**src/rtl/decode_stage.sv**
```systemverilog
// Instruction decode stage between fetch and execute.
// Accepts {pc, instr} over valid/ready, presents register-file read addresses in the
// accept cycle, and holds a registered decode bundle (rd, immediate, field decode,
// illegal flag) whose register operands arrive from the synchronous register file
// one cycle after the address, aligned with the bundle.
module decode_stage #(
  parameter int PC_WIDTH       = 32,
  parameter bit ILLEGAL_AS_NOP = 1'b0
) (
  input  logic                clk,
  input  logic                reset,
  input  logic                flush,
  input  logic                if_valid,
  output logic                if_ready,
  input  logic [PC_WIDTH-1:0] if_pc,
  input  logic [31:0]         if_instr,
  output logic [4:0]          rf_rs1_addr,
  output logic [4:0]          rf_rs2_addr,
  input  logic [31:0]         rf_rs1_data,
  input  logic [31:0]         rf_rs2_data,
  output logic                id_valid,
  input  logic                id_ready,
  output logic [PC_WIDTH-1:0] id_pc,
  output logic [31:0]         id_instr,
  output logic [6:0]          id_opcode,
  output logic [2:0]          id_funct3,
  output logic [6:0]          id_funct7,
  output logic [4:0]          id_rd,
  output logic [31:0]         id_imm,
  output logic [31:0]         id_rs1_data,
  output logic [31:0]         id_rs2_data,
  output logic                id_illegal
);

  localparam logic [6:0] OP_LOAD   = 7'b0000011;
  localparam logic [6:0] OP_MISC   = 7'b0001111;
  localparam logic [6:0] OP_IMM    = 7'b0010011;
  localparam logic [6:0] OP_AUIPC  = 7'b0010111;
  localparam logic [6:0] OP_STORE  = 7'b0100011;
  localparam logic [6:0] OP_REG    = 7'b0110011;
  localparam logic [6:0] OP_LUI    = 7'b0110111;
  localparam logic [6:0] OP_BRANCH = 7'b1100011;
  localparam logic [6:0] OP_JALR   = 7'b1100111;
  localparam logic [6:0] OP_JAL    = 7'b1101111;
  localparam logic [6:0] OP_SYSTEM = 7'b1110011;

  // Instruction format class; FMT_X marks an encoding outside RV32I.
  typedef enum logic [2:0] {
    FMT_R, FMT_I, FMT_S, FMT_B, FMT_U, FMT_J, FMT_X
  } fmt_e;

  // Full 7-bit opcode match, so instr[1:0]!=2'b11 falls out as FMT_X.
  function automatic fmt_e fmt_of(input logic [31:0] w);
    case (w[6:0])
      OP_LOAD, OP_IMM, OP_JALR, OP_SYSTEM, OP_MISC: return FMT_I;
      OP_STORE:                                     return FMT_S;
      OP_BRANCH:                                    return FMT_B;
      OP_LUI, OP_AUIPC:                             return FMT_U;
      OP_JAL:                                       return FMT_J;
      OP_REG:                                       return FMT_R;
      default:                                      return FMT_X;
    endcase
  endfunction

  function automatic logic signed [31:0] sext12(input logic signed [11:0] v);
    return 32'(v);
  endfunction

  function automatic logic signed [31:0] sext13(input logic signed [12:0] v);
    return 32'(v);
  endfunction

  function automatic logic signed [31:0] sext21(input logic signed [20:0] v);
    return 32'(v);
  endfunction

  // Immediate reassembly per format; B/J carry an implicit zero LSB.
  function automatic logic signed [31:0] imm_of(input logic [31:0] w);
    case (fmt_of(w))
      FMT_I:   return sext12(w[31:20]);
      FMT_S:   return sext12({w[31:25], w[11:7]});
      FMT_B:   return sext13({w[31], w[7], w[30:25], w[11:8], 1'b0});
      FMT_U:   return $signed({w[31:12], 12'h000});
      FMT_J:   return sext21({w[31], w[19:12], w[20], w[30:21], 1'b0});
      default: return '0;
    endcase
  endfunction

  // Stores and branches never write back, so their rd field is not a destination.
  function automatic logic [4:0] rd_of(input logic [31:0] w);
    case (fmt_of(w))
      FMT_S, FMT_B: return 5'd0;
      FMT_X:        return ILLEGAL_AS_NOP ? 5'd0 : w[11:7];
      default:      return w[11:7];
    endcase
  endfunction

  // Unused source fields read x0 so the register file sees no spurious reads.
  function automatic logic [4:0] rs1_of(input logic [31:0] w);
    case (fmt_of(w))
      FMT_U, FMT_J, FMT_X: return 5'd0;
      default:             return w[19:15];
    endcase
  endfunction

  function automatic logic [4:0] rs2_of(input logic [31:0] w);
    case (fmt_of(w))
      FMT_R, FMT_S, FMT_B: return w[24:20];
      default:             return 5'd0;
    endcase
  endfunction

  logic                vld_p1;
  logic [PC_WIDTH-1:0] pc_p1;
  logic [31:0]         instr_p1;
  logic [4:0]          rd_p1;
  logic signed [31:0]  imm_p1;
  logic                ill_p1;

  logic                accept_p0;
  logic [31:0]         addr_src_p0;

  assign if_ready  = !flush && (!vld_p1 || id_ready);
  assign accept_p0 = if_valid && if_ready;

  // Stalled bundle keeps re-presenting its own addresses so later writebacks are seen.
  assign addr_src_p0 = if_ready ? if_instr : instr_p1;
  assign rf_rs1_addr = rs1_of(addr_src_p0);
  assign rf_rs2_addr = rs2_of(addr_src_p0);

  // ---- p0 -> p1: accept boundary ----

  // Bundle valid: flush wins, then a new accept, then drain by execute.
  always_ff @(posedge clk or negedge reset) begin
    if (!reset) begin
      vld_p1 <= 1'b0;
    end else if (flush) begin
      vld_p1 <= 1'b0;
    end else if (accept_p0) begin
      vld_p1 <= 1'b1;
    end else if (id_ready) begin
      vld_p1 <= 1'b0;
    end
  end

  // Capture pc, raw instruction and decoded fields on accept.
  always_ff @(posedge clk or negedge reset) begin
    if (!reset) begin
      pc_p1    <= '0;
      instr_p1 <= '0;
      rd_p1    <= '0;
      imm_p1   <= '0;
      ill_p1   <= 1'b0;
    end else if (accept_p0) begin
      pc_p1    <= if_pc;
      instr_p1 <= if_instr;
      rd_p1    <= rd_of(if_instr);
      imm_p1   <= imm_of(if_instr);
      ill_p1   <= (fmt_of(if_instr) == FMT_X);
    end
  end

  assign id_valid    = vld_p1;
  assign id_pc       = pc_p1;
  assign id_instr    = instr_p1;
  assign id_opcode   = instr_p1[6:0];
  assign id_funct3   = instr_p1[14:12];
  assign id_funct7   = instr_p1[31:25];
  assign id_rd       = rd_p1;
  assign id_imm      = imm_p1;
  assign id_illegal  = ill_p1;
  assign id_rs1_data = rf_rs1_data;
  assign id_rs2_data = rf_rs2_data;

endmodule

```
**config.mk**
```make
export PLATFORM = sky130hd
export DESIGN_NAME = decode_stage
export DESIGN_NICKNAME = d
export VERILOG_FILES = /design/src/rtl/decode_stage.sv
export SDC_FILE = /design/constraint.sdc
export NUM_CORES = 1
export LEC_CHECK = 0
export BUFFER_PORTS_ARGS = -buffer_cell sky130_fd_sc_hd__buf_2
export CORE_MARGIN = 10
export CORE_UTILIZATION = 43
export DETAILED_ROUTE_END_ITERATION = 16
export GPL_ROUTABILITY_DRIVEN = 1
export PLACE_DENSITY = 0.89
export SLEW_MARGIN = 20
export SYNTH_ARGS = -nofsm -noshare
export SYNTH_HDL_FRONTEND = slang
export SYNTH_SLANG_ARGS = --single-unit
```
**constraint.sdc**
```tcl
create_clock -name clk -period 1.9 [get_ports clk]
set_clock_uncertainty 0.2 [all_clocks]
set_input_delay 0.19 -clock clk [delete_from_list [all_inputs] [get_ports clk]]
set_output_delay 0.19 -clock clk [all_outputs]
set_load 0.1 [all_outputs]
```
; ---- After elaboration in Yosys (flattened, before gate mapping)
; Index checks and enable logic that the tools add are counted.
[word_totals]
mem_bits_ro = 0
mem_bits_rw = 0
regBits = 103
out_inout_bits = 195
latch_bits = 0
memories = 0
word_cells = 64
[classes]
bitwise = 0
multipliers = 0
n_addsub = 0
n_lt_le_gt_ge = 0
eq_ne = 33
reduce_logical = 14
muxes = 11
div = 0
n_shift = 0
[ops]
columns = cell, count
row1 = 32-bit case mux with 5 select lines, 1
row2 = "7-bit == test, second input constant", 8
row3 = "7-bit by 6-bit == test with 1-bit output, second input constant", 6
row4 = 3-bit case mux with 6 select lines, 2
row5 = "7-bit by 5-bit == test with 1-bit output, second input constant", 4
row6 = 25-bit 2-to-1 mux, 1
row7 = "3-bit == test, second input constant", 6
row8 = 5-bit 2-to-1 mux, 3
row9 = "7-bit by 2-bit == test with 1-bit output, second input constant", 2
row10 = "7-bit by 4-bit == test with 1-bit output, second input constant", 2
row11 = "3-bit by 2-bit == test with 1-bit output, second input constant", 4
row12 = 5-bit OR reduction, 2
row13 = 2-bit OR reduction, 3
row14 = 3-bit OR reduction, 2
row15 = "3-bit by 1-bit == test with 1-bit output, second input constant", 1
row16 = 3-bit logical NOT, 1
row17 = 1-bit 2-to-1 mux, 3
row18 = 3-bit 2-to-1 mux, 1
row19 = 3-bit nonzero test, 1
row20 = 1-bit logical AND, 2
row21 = 1-bit logical NOT, 2
row22 = 1-bit logical OR, 1

; ---- Depth between registers and ports, before layout
; Gate-level depths: netlist of run 1.
[logic_depth]
word_depth = 10
ltp_mapped = 8
ltp_nobuf = 6

; ---- Worst setup path before layout of run 1
; Ideal clock, no wire load.
[synth_path]
kind = reg-to-output
startpoint = register vld_p1, in the netlist id_valid
endpoint = output rf_rs1_addr[0]
stages_incl_launch_ff = 7
arrival_time_ps = 3969
path_buffers = 1
required_ps = 1510
setup_slack_ps = -2459
path_cell_list = dfrtp_1 nor2b_1 or2_4 inv_2 clkbuf_1 nand2_1 a21oi_1
[synth_via]
elab_chain_len = 10
[synth_rtl]
columns = item, line
row1 = start: declaration, 113  ; logic vld_p1;
row2 = start signal: assignment, 136  ; vld_p1 <= 1'b0;
row3 = start signal: assignment, 138  ; vld_p1 <= 1'b0;
row4 = start signal: assignment, 140  ; vld_p1 <= 1'b1;
row5 = 1-bit logical NOT (*), 123  ; assign if_ready = !flush && (!vld_p1 || id_ready);
row6 = 1-bit logical OR (*), 123
row7 = 1-bit logical AND (*), 123
row8 = named net if_ready, 14  ; output logic if_ready,
row9 = 25-bit 2-to-1 mux (*), 127  ; assign addr_src_p0 = if_ready ? if_instr : instr_p1;
row10 = "7-bit by 2-bit == test with 1-bit output, or another cell as far along", 54  ; case (w[6:0])
row11 = 5-bit OR reduction or 2-bit OR reduction (tied branches), 54
row12 = 3-bit case mux with 6 select lines, 54
row13 = 3-bit == test, 100  ; case (fmt_of(w))
row14 = 3-bit OR reduction, 100
row15 = 5-bit 2-to-1 mux (*), 100
row16 = end: declaration, 17  ; output logic [4:0] rf_rs1_addr,
; The timed path passes the listed nets; every way through them passes the cells marked *.

; ---- Final worst setup path of run 1
[layout_path]
startpoint = register instr_p1[2], in the netlist id_instr[2]
endpoint = output rf_rs1_addr[3]
[layout_via]
elab_chain_len = 7
[layout_rtl]
columns = item, line
row1 = start: declaration, 115  ; logic [31:0] instr_p1;
row2 = start signal: assignment, 156  ; instr_p1 <= if_instr;
row3 = 25-bit 2-to-1 mux (*), 127
row4 = "7-bit by 2-bit == test with 1-bit output, or another cell as far along", 54
row5 = 5-bit OR reduction or 2-bit OR reduction (tied branches), 54
row6 = 3-bit case mux with 6 select lines (*), 54
row7 = 3-bit == test, 100
row8 = 3-bit OR reduction (*), 100
row9 = 5-bit 2-to-1 mux (*), 100
; Every way passes the cells marked *; elsewhere a longest branch is shown, timed or not.

==> run_results.csv, run 1 <==
group,metric,value,unit
status,status,"finished, violations left",
status,violations,"setup timing",
setup_path,r2r_end,"id_imm[9]$_DFFE_PN0P_",
min_path,hold_class,"primary input to flop",
die,start_util,0.435,
yosys,synthesis.area,0.00518,mm²
yosys,synth_warnings,0,
setup_path,cp.arrival,2.16,ns
yosys,async_flop_share,1.00,
timing,post-route-period-util,1.34,
min_path,hp-start,"if_instr[31]",
timing,worst_slew_margin_rel,0.645,
timing,holdWs,0.0463,ns
layout,drive_above_1_share,0.492,
timing,post-route-min-period,2.55,ns
yosys,synth_top_family_by_area,"simple AND/OR/NAND/NOR gates",
min_path,min_path_cells,3,
setup_path,worstReg2RegStart,"id_valid$_DFFE_PN0P_",
power_and_ir_drop,comb_power_share,0.477,
timing,setup_ws,-0.651,ns
yosys,synthMuxAreaShare,0,
power_and_ir_drop,power.density,1050,mW/mm²
route,wl,20100,µm
placement,dp_hpwl,12400,µm
route,viasPerCell,5.14,
timing,max_clock_freq,392,MHz
die,dieArea,0.0169,mm²
yosys,synth_xor_area_frac,0,
route,route.met2.wl,10100,µm
global_routing,grt_overflow,0,
yosys,postSynthCellCount,590,
die,die_x,130,µm
yosys,ys.flop_type,"dfrtp_1",
yosys,ys_ff_latch,103,
route,detail_route.wl_per_cell,20.6,µm
global_routing,grt_max_degree,55,
die,dieHeight,130,µm
timing,worst_pin_slew,0.537,ns
route,top_layer_used,"met4",
timing,rsz0062_at_grt,"true",
die,core_area,0.0119,mm²
clocking,cts_tree,"built",
layout,fin_cells,975,
flow_run,drv_cap,0,
die,ioPinCount,328,
global_routing,antenna_found_initial,0,
global_routing,grt_pass1_wl,26400,µm
layout,fill_cells,855,
route,ant_nets,0,
min_path,hold_end,"id_instr[31]$_DFFE_PN0P_",
setup_path,critPathKind,"flop to primary output",
power_and_ir_drop,ir_drop,0.000542,V
route,drc_errors,0,
setup_path,critPathRequiredTime,1.51,ns
clocking,h-tree-depth,3,
timing,hold_viol_final,0,
global_routing,grt_usage,0.200,
power_and_ir_drop,clockPowerShare,0.215,
layout,area_delta_synth_final,58.8,%
power_and_ir_drop,intPower,4.32,mW
global_routing,grt_pass1_vias,4797,
route,first_pass_iters,5,
layout,antenna_cells,0,
timing,finalSetupViolCount,106,
clocking,insertion_delay,0.34,ns
placement,port_buffers,199,
clocking,clock-sinks,103,
clocking,clock-root-buffer,"clkbuf_16",
layout,multi_input_area,0.00234,mm²
layout,nets,956,
clocking,cts.clk_slew.worst_paths,0.07,ns
yosys,synth-edff-count,0,
power_and_ir_drop,switching_share,0.500,
yosys,yosysSeqAreaShare,0.497,
yosys,synth-adder-area-share,0,
yosys,synth_nets,723,
placement,gp_congestion,0.881,
setup_path,r2r_cells,8,
yosys,synth_area_per_cell,8.79,µm²
power_and_ir_drop,switching_power,4.32,mW
setup_path,critPathLaunchType,"flop",
clocking,clk_path_buf_depth,2,
setup_path,reg2reg_slack,-0.14,ns
route,wl_met3,1930,µm
yosys,synth_compound_area_frac,0.112,
route,dr.first_iter.drc_count,308,
power_and_ir_drop,pwr-share-seq,0.309,
route,wl_met1,7610,µm
clocking,numCtsBuffers,9,
yosys,synth-simple-area-share,0.232,
layout,seqCellArea,0.00260,mm²
route,vias,5016,
timing,maxSlewViolCount,0,
die,fp-row-count,40,
setup_path,end_kind,"primary output",
placement,dp_cells,866,
yosys,synth_cell_types,45,
setup_path,crit_path_max_fanout,5,
power_and_ir_drop,leakage,4.17,nW
[synth_stat cells (8+ instances only)]
library cell,instances,area share
a21oi_1,41,0.040
a22o_1,11,0.019
buf_2,16,0.015
buf_4,82,0.12
buf_6,9,0.020
dfrtp_1,103,0.50
nand2_1,232,0.17
nand3_1,8,0.0077
nor2_1,21,0.015
o21ai_1,8,0.0077
[how the worst max path moves through the flow]
stage / from / endpoint / slack [ns] / cells past startpoint
detailed placement: id_instr[4]$_DFFE_PN0P_ / rf_rs1_addr[3] / -0.31 / 5
floorplan: id_instr[4]$_DFFE_PN0P_ / rf_rs1_addr[0] / -0.67 / 4
finish: id_instr[2]$_DFFE_PN0P_ / rf_rs1_addr[3] / -0.65 / 6
CTS: id_instr[6]$_DFFE_PN0P_ / rf_rs1_addr[3] / -0.68 / 6
global placement: id_instr[4]$_DFFE_PN0P_ / rf_rs1_addr[4] / -0.31 / 5
global route: id_instr[2]$_DFFE_PN0P_ / rf_rs1_addr[1] / -0.73 / 6
[flip-flops by register name (all words and copies together), names as in the netlist]
signal      cells
id_illegal      1
id_imm         32
id_instr       32
id_pc          32
id_rd           5
id_valid        1
[kinds of logic after synthesis]
| kind of cell | Yosys count |
|---|---|
| AND/OR/NAND/NOR | 287 |
| flip-flops | 103 |
| AO/OA/AOI/OAI | 86 |
| buffers and inverters | 114 |
[cell type report]
| class | instances | share of cell area |
|---|---|---|
| clock buffer | 10 | 0.0278 |
| multi-input combinational | 376 | 0.284 |
| tap | 147 | 0.0223 |
| clock inverter | 6 | 0.00820 |
| timing repair buffer | 330 | 0.340 |
| inverter | 3 | 0.00228 |
| sequential | 103 | 0.316 |
[layout by cell type (no fill, tap or decap), drive strengths merged, types with 2 or more instances in the layout]
| master | synthesis | layout |
|---|---|---|
| o22ai | 3 | 3 |
| dlygate4sd3 | 0 | 62 |
| a22o | 11 | 11 |
| dfrtp | 103 | 103 |
| nor2b | 4 | 4 |
| nor3b | 2 | 2 |
| nand4b | 3 | 3 |
| a211oi | 3 | 3 |
| nor2 | 26 | 26 |
| inv | 3 | 5 |
| nand3 | 8 | 8 |
| or2 | 2 | 2 |
| a31oi | 4 | 4 |
| and2b | 2 | 2 |
| a21oi | 44 | 44 |
| o21ai | 15 | 16 |
| clkbuf | 4 | 23 |
| nand2 | 232 | 233 |
| and2 | 4 | 5 |
| buf | 107 | 254 |
| clkinvlp | 0 | 2 |
| nand2b | 2 | 2 |
[timing repair]
| action | in CTS | in global routing |
|---|---|---|
| buffers inserted | 1 | 9 |
| hold endpoints to repair | 198 | 0 |
| hold buffers | 63 | 0 |
| gates resized for setup | 4 | 110 |
| setup endpoints to repair | 26 | 91 |
| pin swaps | 4 | 32 |
| gates cloned | 3 | 17 |
[power groups by stage]
stage | Combinational (mW) | Sequential, mW | Clock, mW
4_1_cts | 3.86 | 2.64 | 1.90
6_report | 4.12 | 2.67 | 1.85
5_1_grt | 4.25 | 2.70 | 1.99
3_5_place_dp | 3.72 | 2.68 | 0
2_1_floorplan | 1.66 | 4.69 | 0
3_3_place_gp | 3.69 | 2.66 | 0
[critical path, cell delays in order (launching register included)]
cell	delay, ns
dfrtp_4	0.43
nand2_2	0.05
or4_4	0.54
a211oi_4	0.28
a31oi_4	0.12
a21oi_4	0.19
buf_12	0.19
[stage by stage]
stage               worst slack [ns]  cell area (µm²)  setup TNS, ns  total power, mW   util
floorplan                     -0.670             5540         -10.36             6.35      -
global placement              -0.306             6370          -2.08             6.35  0.535
detailed placement            -0.315             6370          -2.42             6.41  0.535
CTS                           -0.683             7390          -5.91             8.39  0.621
global route                  -0.735             8240         -16.95             8.94  0.691
finish                        -0.651             8240         -11.28             8.64  0.691
[per-layer routing]
layer  global-route usage  up-vias
met5                    0        -
met2                0.344      253
met3               0.0897       29
met4               0.0470        0
met1                0.222     2452
li1                     -     2282
No activity file was read; power rests on OpenSTA's default activity.
==> run 2: changes to the inputs <==
==> constraint.sdc (replaced) <==
create_clock -name clk -period 2.76 [get_ports clk]
set_clock_uncertainty 0.2 [all_clocks]
set_input_delay 0.276 -clock clk [delete_from_list [all_inputs] [get_ports clk]]
set_output_delay 0.276 -clock clk [all_outputs]
set_load 0.02 [all_outputs]
==> run_results.csv, run 2 (synthesized netlist as in run 1, its figures left out) <==
group,metric,value,unit
status,status,"complete, no violations",
layout,drive_above_1_share,0.329,
route,ant_nets,0,
clocking,cts.clk_slew.worst_paths,0.07,ns
route,dr.first_iter.drc_count,329,
clocking,clock-root-buffer,"clkbuf_16",
placement,port_buffers,199,
layout,seqCellArea,0.00258,mm²
setup_path,critPathKind,"primary input to primary output",
min_path,min_path_cells,3,
clocking,h-tree-depth,3,
route,route.met2.wl,7500,µm
flow_run,drv_cap,0,
global_routing,grt_usage,0.185,
setup_path,end_kind,"primary output",
layout,fill_cells,1048,
clocking,clock-sinks,103,
route,vias,4554,
placement,dp_worst_setup_slack,0.336,ns
layout,antenna_cells,0,
setup_path,critPathLaunchType,"primary input",
timing,finalSetupViolCount,0,
clocking,numCtsBuffers,9,
timing,totalNegativeSetupSlack,0,ns
route,detail_route.wl_per_cell,17.7,µm
layout,mostFrequentLayoutCells,"231 x nand2_1, 198 x buf_2, 102 x dfrtp_1",
route,wl_met3,1550,µm
clocking,clk_path_buf_depth,2,
die,start_util,0.435,
setup_path,worst_path_most_repeated_cell,"buf_2",
global_routing,antenna_found_initial,0,
timing,max_clock_freq,372,MHz
route,first_pass_iters,4,
die,fp-row-count,40,
route,wl,16100,µm
die,dieArea,0.0169,mm²
route,wl_met1,6580,µm
layout,area_delta_synth_final,25.6,%
die,core_area,0.0119,mm²
min_path,hold_class,"primary input to flop",
timing,hold_viol_final,0,
die,dieHeight,130,µm
layout,multi_input_area,0.00180,mm²
placement,place_area,0.00563,mm²
power_and_ir_drop,ir_drop,0.000268,V
global_routing,grt_overflow,0,
setup_path,cp.arrival,2.21,ns
route,viasPerCell,5.03,
placement,gp_congestion,0.835,
power_and_ir_drop,power.density,628,mW/mm²
setup_path,critPathRequiredTime,2.28,ns
power_and_ir_drop,finalPower,4.09,mW
placement,dp_hpwl,11600,µm
setup_path,crit_path_max_fanout,15,
route,drc_errors,0,
route,top_layer_used,"met4",
timing,holdWs,0.0145,ns
die,ioPinCount,328,
timing,worst_slew_margin_rel,0.593,
timing,maxSlewViolCount,0,
layout,design_area,0.00651,mm²
timing,worst_pin_slew,0.610,ns
layout,nets,887,
setup_path,critical_path.max_stage_delay,0.55,ns
layout,final_common_cell,"nand2_1",
power_and_ir_drop,leakage,3.46,nW
timing,setup_ws,0.0698,ns
timing,post-route-min-period,2.69,ns
timing,rsz0062_at_grt,"true",
clocking,cts_tree,"built",
setup_path,crit_chain,"dlygate4sd3_1, buf_2, or2_4, inv_2, a31oi_2, buf_4, a21oi_1, buf_2",
global_routing,grt_max_degree,46,
setup_path,r2r_cells,6,
clocking,insertion_delay,0.34,ns
timing,post-route-period-util,0.975,
die,die_x,130,µm
global_routing,grt_pass1_wl,24600,µm
setup_path,cp_slowest_cell,"dlygate4sd3_1",
global_routing,grt_pass1_vias,4554,
run 2: cell types whose count changed in the layout (fill, tap and decap cells not counted), moves of 13 or more:
cell and delta:
a21oi_1 +17, buf_12 -22, buf_4 -23, clkbuf_16 -13, nand2_1 +58, nand2_2 -38, nand2_4 -19
run 2: power breakdown:
| part | total (mW) | switching [mW] | internal, mW | leakage [nW] |
|---|---|---|---|---|
| logic | 1.06 | 0.689 | 0.375 | 2.03 |
| registers | 1.82 | 0.128 | 1.70 | 1.29 |
| clock network | 1.20 | 0.577 | 0.622 | 0.137 |
run 2: cell type report:
cell class,instances,area share
timing repair buffer,264,0.254
clock buffer,9,0.0346
sequential,103,0.396
tap,147,0.0282
clock inverter,7,0.00807
multi-input combinational,373,0.277
inverter,3,0.00173
run 2: worst paths after layout:
check	end	from	slack [ns]
worst min register to register	id_instr[10]$_DFFE_PN0P_	id_instr[10]$_DFFE_PN0P_	0.27
worst max-delay path	rf_rs1_addr[2]	flush	0.07
max in group asynchronous	id_instr[17]$_DFFE_PN0P_	reset	1.37
worst min-delay path	id_instr[20]$_DFFE_PN0P_	if_instr[20]	0.01
worst max register to register	id_imm[21]$_DFFE_PN0P_	id_valid$_DFFE_PN0P_	0.38
min in group asynchronous	id_pc[11]$_DFFE_PN0P_	reset	0.31
run 2: layer usage:
layer / global-route usage / up-vias
met2: 0.290 / 221
met1: 0.225 / 2148
met4: 0.0840 / 0
met3: 0.0645 / 42
met5: 0 / -
li1: - / 2143
run 2: what timing repair did:
| action | CTS | global route |
|---|---|---|
| hold buffers | 58 | 0 |
| buffers inserted | 0 | 1 |
| endpoints found under the setup margin | 5 | 10 |
| pin swaps | 0 | 0 |
| hold endpoints to repair | 115 | 0 |
| resized for setup | 1 | 3 |
run 2: worst max-delay path, delay by kind of cell:
kind / cells / cell delay, ns
simple gates: 1 / 0.32
compound gates: 2 / 0.26
buf+inv: 5 / 1.35
run 2: through the flow:
step / instances / utilization
6_report: 906 / 0.547
5_1_grt: 906 / 0.547
4_1_cts: 905 / 0.545
3_5_place_dp: 831 / 0.473
3_3_place_gp: 831 / 0.473
2_1_floorplan: 590 / -
==> run 3: changes to the inputs <==
- CORE_UTILIZATION: 43 -> 44
- CTS_BUF_LIST: not set -> sky130_fd_sc_hd__clkbuf_4
- PLACE_DENSITY: 0.89 -> 0.9
==> run_results.csv, run 3 (synthesized netlist as in run 1, its figures left out) <==
group,metric,value,unit
route,dr.first_iter.drc_count,337,
layout,final_common_cell,"nand2_1",
clocking,clk_path_buf_depth,2,
layout,area_delta_synth_final,26.4,%
route,ant_nets,0,
setup_path,critical_path.max_stage_delay,0.46,ns
clocking,clock-root-buffer,"clkbuf_4",
placement,dp_cells,827,
timing,finalSetupViolCount,0,
flow_run,drv_cap,0,
timing,post-route-min-period,2.70,ns
route,wl,16500,µm
timing,setup_ws,0.0580,ns
die,fp-row-count,39,
global_routing,grt_max_degree,58,
global_routing,grt_pass1_wl,25300,µm
clocking,numCtsBuffers,9,
global_routing,antenna_found_initial,1,
setup_path,cp.arrival,2.23,ns
clocking,cts.clk_slew.worst_paths,0.16,ns
clocking,h-tree-depth,3,
placement,dp_hpwl,11700,µm
die,die_x,129,µm
route,vias,4619,
layout,mostFrequentLayoutCells,"231 x nand2_1, 192 x buf_2, 99 x dfrtp_1",
die,start_util,0.452,
global_routing,grt_pass1_vias,4672,
clocking,cts_tree,"built",
global_routing,grt_overflow,0,
route,first_pass_iters,5,
clocking,insertion_delay,0.46,ns
setup_path,cp_slowest_cell,"dfrtp_2",
setup_path,critPathKind,"flop to primary output",
setup_path,crit_path_max_fanout,5,
layout,nets,900,
route,drc_errors,0,
power_and_ir_drop,power.density,572,mW/mm²
route,detail_route.wl_per_cell,18.0,µm
timing,maxSlewViolCount,0,
placement,port_buffers,199,
timing,post-route-period-util,0.979,
die,core_area,0.0115,mm²
min_path,hold_class,"primary input to flop",
timing,hold_viol_final,0,
timing,rsz0062_at_grt,"true",
status,status,"complete, no violations",
placement,place_area,0.00563,mm²
setup_path,critPathLaunchType,"flop",
timing,worst_slew_margin_rel,0.578,
die,ioPinCount,328,
global_routing,grt_usage,0.191,
die,dieHeight,129,µm
placement,gp_congestion,0.838,
timing,totalNegativeSetupSlack,0,ns
layout,post-route-util,0.572,
layout,design_area,0.00655,mm²
route,viasPerCell,5.04,
setup_path,crit_chain,"buf_4, a2111o_1, a211oi_2, a31oi_4, a21oi_1, buf_4",
timing,max_clock_freq,370,MHz
setup_path,end_kind,"primary output",
setup_path,worst_path_most_repeated_cell,"buf_4",
setup_path,critPathRequiredTime,2.28,ns
die,dieArea,0.0165,mm²
layout,drive_above_1_share,0.337,
timing,worst_pin_slew,0.632,ns
layout,fin_cells,917,
clocking,clock-sinks,103,
power_and_ir_drop,ir_drop,0.000358,V
power_and_ir_drop,leakage,3.46,nW
placement,dp_worst_setup_slack,0.424,ns
-- run 3: final timing paths --
| check | start | endpoint | slack [ns] | cells past startpoint |
|---|---|---|---|---|
| max | id_instr[4]$_DFFE_PN0P_ | rf_rs1_addr[4] | 0.06 | 6 |
| min reg2reg | id_pc[30]$_DFFE_PN0P_ | id_pc[30]$_DFFE_PN0P_ | 0.29 | 2 |
| max reg2reg | id_valid$_DFFE_PN0P_ | id_imm[0]$_DFFE_PN0P_ | 0.52 | 6 |
| min | if_valid | id_instr[16]$_DFFE_PN0P_ | 0.09 | 4 |
| max in group asynchronous | reset | id_instr[6]$_DFFE_PN0P_ | 1.46 | 3 |
| min in group asynchronous | reset | id_pc[31]$_DFFE_PN0P_ | 0.14 | 2 |
-- run 3: timing repair --
item                                    in CTS  in global routing
endpoints found under the setup margin       5                 10
hold buffers                                67                  0
hold endpoints to repair                   147                  0
pin swaps                                    0                  1
buffers inserted                             0                  5
gates resized for setup                      3                 18
-- run 3: metal layers --
layer  track usage  wire (µm)  vias up
met5             0          0        -
met4        0.0747        254        0
met3        0.0661       1540       24
met2         0.314       8140      228
met1         0.226       6550     2202
li1              -          -     2165
-- run 3: final cells by class --
cell class                 instances  area, µm²
fill                             994       4910
sequential                       103       2580
multi-input combinational        373       1830
timing repair buffer             277       1790
tap                              143        179
clock inverter                     7       80.1
clock buffer                       9       67.6
inverter                           3       13.8
antenna                            2       5.00
-- run 3: critical path, delay by kind of cell (launching register included) --
kind,cells,cell delay (ns)
AOI/OAI and AO/OA,4,0.99
buffers and inverters,2,0.31
DFF,1,0.46
-- run 3: through the flow --
| step | power (mW) | hold WS, ns |
|---|---|---|
| after floorplan | 2.60 | -0.220 |
| after detailed placement | 2.86 | 0.130 |
| after global routing | 3.94 | 0.0805 |
| after CTS | 3.76 | 0.0547 |
| final | 3.75 | 0.0911 |
| after global placement | 2.83 | 0.120 |
-- run 3: power breakdown --
group / internal, mW / switching (mW)
clock: 0.289 / 0.538
combinational: 0.398 / 0.706
sequential: 1.70 / 0.122
